### src/rtl/cpu_defs.sv
// ============================================================================
// Package : cpu_defs
// Purpose : Definitions shared by the fetch unit and the fetch queue: the
//           PC value after reset, the NOP encoding, and the fetched-entry type.
// Revision: 1.0 - initial release
// ============================================================================
`default_nettype none

package cpu_defs;

    localparam logic [31:0] RESET_PC = 32'h0000_3000;
    localparam logic [31:0] NOP      = 32'h0000_0000;

    // One fetched instruction together with its address. Packed so that the
    // PC occupies bits [63:32] and the instruction occupies bits [31:0].
    typedef struct packed {
        logic [31:0] pc;
        logic [31:0] instr;
    } fetch_entry_t;

endpackage : cpu_defs

`default_nettype wire

### src/rtl/fetch_queue.sv
// ============================================================================
// Module  : fetch_queue
// Purpose : In-order decoupling buffer between instruction fetch and decode.
//           It stores {pc, instr} pairs, holds off fetch when full, and a
//           flush discards everything it holds (branch/jump redirect).
// Ports   : clk, reset (async, active-low)
//           in_valid/in_pc/in_instr/in_ready   - push side (fetch)
//           out_valid/out_pc/out_instr/out_ready - pop side (decode)
//           flush                                - drop all entries
//           count                                - occupancy, 0..DEPTH
// Revision: 1.0 - initial release
// ============================================================================
`default_nettype none

module fetch_queue #(
    parameter int          DEPTH    = 4,
    parameter logic [31:0] RESET_PC = cpu_defs::RESET_PC,
    parameter logic [31:0] NOP      = cpu_defs::NOP
) (
    input  logic                       clk,
    input  logic                       reset,
    input  logic                       in_valid,
    input  logic [31:0]                in_pc,
    input  logic [31:0]                in_instr,
    output logic                       in_ready,
    output logic                       out_valid,
    output logic [31:0]                out_pc,
    output logic [31:0]                out_instr,
    input  logic                       out_ready,
    input  logic                       flush,
    output logic [$clog2(DEPTH):0]     count
);

    import cpu_defs::fetch_entry_t;

    localparam int PTR_W = $clog2(DEPTH);
    localparam int CNT_W = PTR_W + 1;
    localparam logic [CNT_W-1:0] FULL_CNT = CNT_W'(DEPTH);
    localparam logic [PTR_W-1:0] PTR_ONE  = PTR_W'(1);
    localparam logic [CNT_W-1:0] CNT_ONE  = CNT_W'(1);

    fetch_entry_t     mem [DEPTH];
    logic [PTR_W-1:0] wr_ptr;
    logic [PTR_W-1:0] rd_ptr;
    logic [CNT_W-1:0] occ;
    logic             push;
    logic             pop;
    fetch_entry_t     head;

    // Both handshake readies come from the registered occupancy only, so
    // there is no combinational path from out_ready to in_ready.
    assign in_ready  = (occ != FULL_CNT);
    assign out_valid = (occ != '0);
    assign push      = in_valid && in_ready;
    assign pop       = out_valid && out_ready;
    assign count     = occ;

    // No bypass: an empty queue shows the reset PC / NOP, never in_*.
    assign head      = mem[rd_ptr];
    assign out_pc    = out_valid ? head.pc    : RESET_PC;
    assign out_instr = out_valid ? head.instr : NOP;

    always_ff @(posedge clk or negedge reset) begin
        if (!reset) begin
            wr_ptr <= '0;
            rd_ptr <= '0;
            occ    <= '0;
        end else if (flush) begin
            // Redirect wins over any push/pop offered in the same cycle.
            wr_ptr <= '0;
            rd_ptr <= '0;
            occ    <= '0;
        end else begin
            if (push) begin
                wr_ptr <= wr_ptr + PTR_ONE;
            end
            if (pop) begin
                rd_ptr <= rd_ptr + PTR_ONE;
            end
            if (push && !pop) begin
                occ <= occ + CNT_ONE;
            end else if (pop && !push) begin
                occ <= occ - CNT_ONE;
            end
        end
    end

    // Storage is not reset; entries are only observable while counted.
    always_ff @(posedge clk) begin
        if (push && !flush) begin
            mem[wr_ptr] <= '{pc: in_pc, instr: in_instr};
        end
    end

endmodule : fetch_queue

`default_nettype wire
### config.mk
export PLATFORM = sky130hd
export DESIGN_NAME = fetch_queue
export DESIGN_NICKNAME = d
export VERILOG_FILES = /design/src/rtl/cpu_defs.sv /design/src/rtl/fetch_queue.sv
export SDC_FILE = /design/constraint.sdc
export NUM_CORES = 1
export LEC_CHECK = 0
export CORE_MARGIN = 8
export CORE_UTILIZATION = 30
export CTS_BUF_LIST = sky130_fd_sc_hd__clkbuf_4
export CTS_CLUSTER_SIZE = 8
export DETAILED_ROUTE_END_ITERATION = 12
export GPL_ROUTABILITY_DRIVEN = 1
export PLACE_DENSITY = 0.52
export SLEW_MARGIN = 20
export SYNTH_ARGS = -nofsm -noshare
export SYNTH_HDL_FRONTEND = slang
export SYNTH_SLANG_ARGS = --single-unit
### constraint.sdc
create_clock -name clk -period 3.4 [get_ports clk]
set_input_delay 0.68 -clock clk [delete_from_list [all_inputs] [get_ports clk]]
set_output_delay 0.68 -clock clk [all_outputs]
set_load 0.01 [all_outputs]
==> impl_metrics.py <==
metrics = {
    "floorplanning": {
        "coreArea_um2": 33530,
        "die_w_um": 200.5,
        "dieArea_um2": 40190,
        "fp.dieH_um": 200.5,
        "placementRows": 67,
        "start_util": 0.3044,
        "io_pins": 138,
    },
    "cells_and_area": {
        "layout.cells.non_filler": 1170,
        "multi_input_area_um2": 2187,
        "drive_gt1_frac": 0.2861,
        "nFillCells": 3082,
        "regArea_um2": 7870,
        "area_growth_syn_to_layout_pct": 29.57,
        "nets": 744,
    },
    "global_routing": {
        "grt-ovfl-total": 0,
        "antenna_found_initial": 4,
        "grt_pass1_wl_mm": 34.89,
        "grt_max_degree": 64,
        "grt_pass1_vias": 6127,
        "grt_usage": 0.1121,
    },
    "routing": {
        "drtIter0Drc": 198,
        "wl_per_cell_um": 19.26,
        "wl_met2_mm": 11.33,
        "ant_nets": 0,
        "top_layer_used": "met5",
        "dr.pass1.iters": 4,
        "vias_per_cell": 4.491,
        "drcViolationCount": 0,
        "vias": 5255,
        "met1_length_mm": 9.251,
        "wl_mm": 22.54,
        "wl_met3_mm": 1.340,
    },
    "status": {
        "status": "completed",
    },
    "timing": {
        "fmax_ghz": 0.3089,
        "setup_ws_ns": 0.1629,
        "setup_viol": 0,
        "finalCritPeriodShare": 0.9521,
        "worst_pin_slew_ns": 0.4576,
        "whs_ns": 0.2787,
        "slew_violations": 0,
        "finalHoldViolCount": 0,
        "setup_tns_ns": 0,
        "max_slew_margin": 0.6926,
        "fin_skew_ns": 0.05714,
        "period_needed_ns": 3.237,
    },
    "worst_hold_path": {
        "min_path_type": "primary input to async pin",
    },
    "clocking": {
        "htree_levels": 3,
        "path_clk_slew_ns": 0.06,
        "insertion_delay_ns": 0.66,
        "cts_tree": "built",
        "cts.sinks": 263,
        "clk_path_buf_depth": 3,
        "numCtsBuffers": 71,
        "clockRootBuffer": "clkbuf_4",
    },
    "critical_path": {
        "cp.arrival_ns": 2.56,
        "crit_type": "register to primary output",
        "cp_slowest_cell": "mux4_2",
        "crit_cells": 4,
        "path_buf_inv": 2,
        "cp_top_family": "buffers and inverters",
        "reg2regPathDepth": 7,
        "crit_chain": "buf_16 > mux4_2 > and2_1 > clkdlybuf4s50_1",
        "cp.required_ns": 2.72,
        "endpoint_kind": "primary output",
        "cp_max_fo": 21,
        "cpPeakStageDelay_ns": 0.51,
        "start_kind": "register",
    },
    "pwr": {
        "ir_drop_v": 0.0006650,
        "p_leak_nw": 4.791,
        "finalPower_mw": 9.268,
        "p_per_area_nw_per_um2": 700.6,
    },
    "synth": {
        "ys_ff_latch": 263,
        "synthCells": 467,
        "syn-num-nets": 541,
        "avgSynthCellArea_um2": 21.86,
        "ys_seq_area_frac": 0.7702,
        "ys_warn_count": 0,
        "syn_area_um2": 10210,
        "yosysUniqueCellTypes": 30,
    },
    "placement": {
        "portBuffers": 137,
        "hpwl_mm": 13.47,
        "routabilityCongestion": 0.7175,
        "place_ws_ns": 0.4690,
        "dp.cells": 1042,
    },
    "job": {
        "maxCapViolCount": 0,
    },
}
## cells by family (layout without fill, tap and decap cells)
family                   Yosys count  count (layout)  share of synthesized area
adder cells (fa/ha/maj)            5               5                   0.006864
AND/OR/NAND/NOR                   86              86                    0.05074
XOR/XNOR                           2               2                   0.001716
buffers and inverters             32             285                    0.01655
other                              0               2                          0
multiplexers                      68              68                     0.1454
AO/OA/AOI/OAI                     11              11                   0.008580
flip-flops                       263             263                     0.7702
## cells in the final DEF, fill, tap and decap left out, types with 4 or more instances in the layout
| master | netlist | final |
|---|---|---|
| clkdlybuf4s50_1 | 0 | 79 |
| dlymetal6s2s_1 | 0 | 31 |
| mux4_2 | 64 | 64 |
| and2_1 | 66 | 62 |
| and2_4 | 0 | 4 |
| buf_12 | 0 | 5 |
| dlygate4sd2_1 | 0 | 27 |
| inv_1 | 7 | 6 |
| clkinv_1 | 0 | 10 |
| edfxtp_1 | 256 | 256 |
| buf_4 | 0 | 9 |
| clkbuf_4 | 0 | 105 |
| dfrtp_1 | 7 | 5 |
| ha_1 | 4 | 4 |
| nor2_1 | 9 | 9 |
## registers in the layout (all words and copies together), names as in the netlist
signal and count:
count 3, rd_ptr 2, mem 256, wr_ptr 2
## metal layers
metal,up-vias,GRT usage
met4,4,0.04915
met5,-,0
met3,59,0.03760
met2,153,0.1897
li1,2341,-
met1,2698,0.1281
## worst paths after layout
check | from | to | slack (ns)
max reg2reg | count[2]$_DFFE_PN0P_ | count[2]$_DFFE_PN0P_ | 0.81
min reg2reg | wr_ptr[1]$_DFFE_PN0P_ | wr_ptr[1]$_DFFE_PN0P_ | 0.60
max in group asynchronous | reset | count[0]$_DFFE_PN0P_ | 2.84
min | reset | count[2]$_DFFE_PN0P_ | 0.28
max | rd_ptr[0]$_DFFE_PN0P_ | out_instr[5] | 0.16
min in group clk | wr_ptr[1]$_DFFE_PN0P_ | wr_ptr[1]$_DFFE_PN0P_ | 0.60
## layout make-up
class	instances	area share
Clock inverter	18	0.008608
Tap cell	448	0.04238
Timing Repair Buffer	155	0.1267
Multi-Input combinational cell	172	0.1653
Clock buffer	105	0.05959
Sequential cell	263	0.5950
Inverter	7	0.001986
Antenna cell	2	0.0003784
## what timing repair did
item | CTS | global route
setup endpoints to repair | 65 | 33
hold buffers | 0 | 0
gates resized for setup | 33 | 32
cloned | 1 | 0
endpoints found under the hold margin | 0 | 0
buffers inserted | 2 | 0
## cell usage after synthesis
master,count,area share
o311a_1,1,0.00098
mux4_2,64,0.14
o31ai_1,1,0.00074
nor4bb_1,1,0.00098
fa_1,1,0.0020
a211oi_2,1,0.0012
nor3_1,2,0.00098
buf_6,5,0.0055
buf_2,9,0.0044
o211a_1,1,0.00098
mux2i_1,2,0.0020
inv_1,7,0.0026
nor2_1,9,0.0033
nor3b_1,1,0.00074
a21oi_1,2,0.00098
ha_1,4,0.0049
clkbuf_1,11,0.0040
edfxtp_1,256,0.75
and2_1,66,0.040
xor2_1,2,0.0017
a21bo_2,1,0.00098
nand3b_1,2,0.0015
and3_1,1,0.00061
a311oi_1,1,0.00086
or2_1,2,0.0012
dfrtp_1,7,0.017
mux2_2,2,0.0022
o311ai_0,1,0.00086
o21ai_0,2,0.00098
nand3_1,2,0.00098
## through the flow
stage                     area [µm²]  utilization
after detailed placement       12200       0.3639
final                          13230       0.3945
after global placement         12200       0.3639
after global routing           13230       0.3945
after CTS                      13140       0.3919
after floorplan                10210            -
## power by group
part | switching, mW | leakage, nW | internal (mW)
registers | 0.0852 | 2.41 | 3.74
clock network | 1.22 | 0.538 | 1.49
logic | 1.28 | 1.84 | 1.46
No activity file was read; power rests on OpenSTA's default activity.
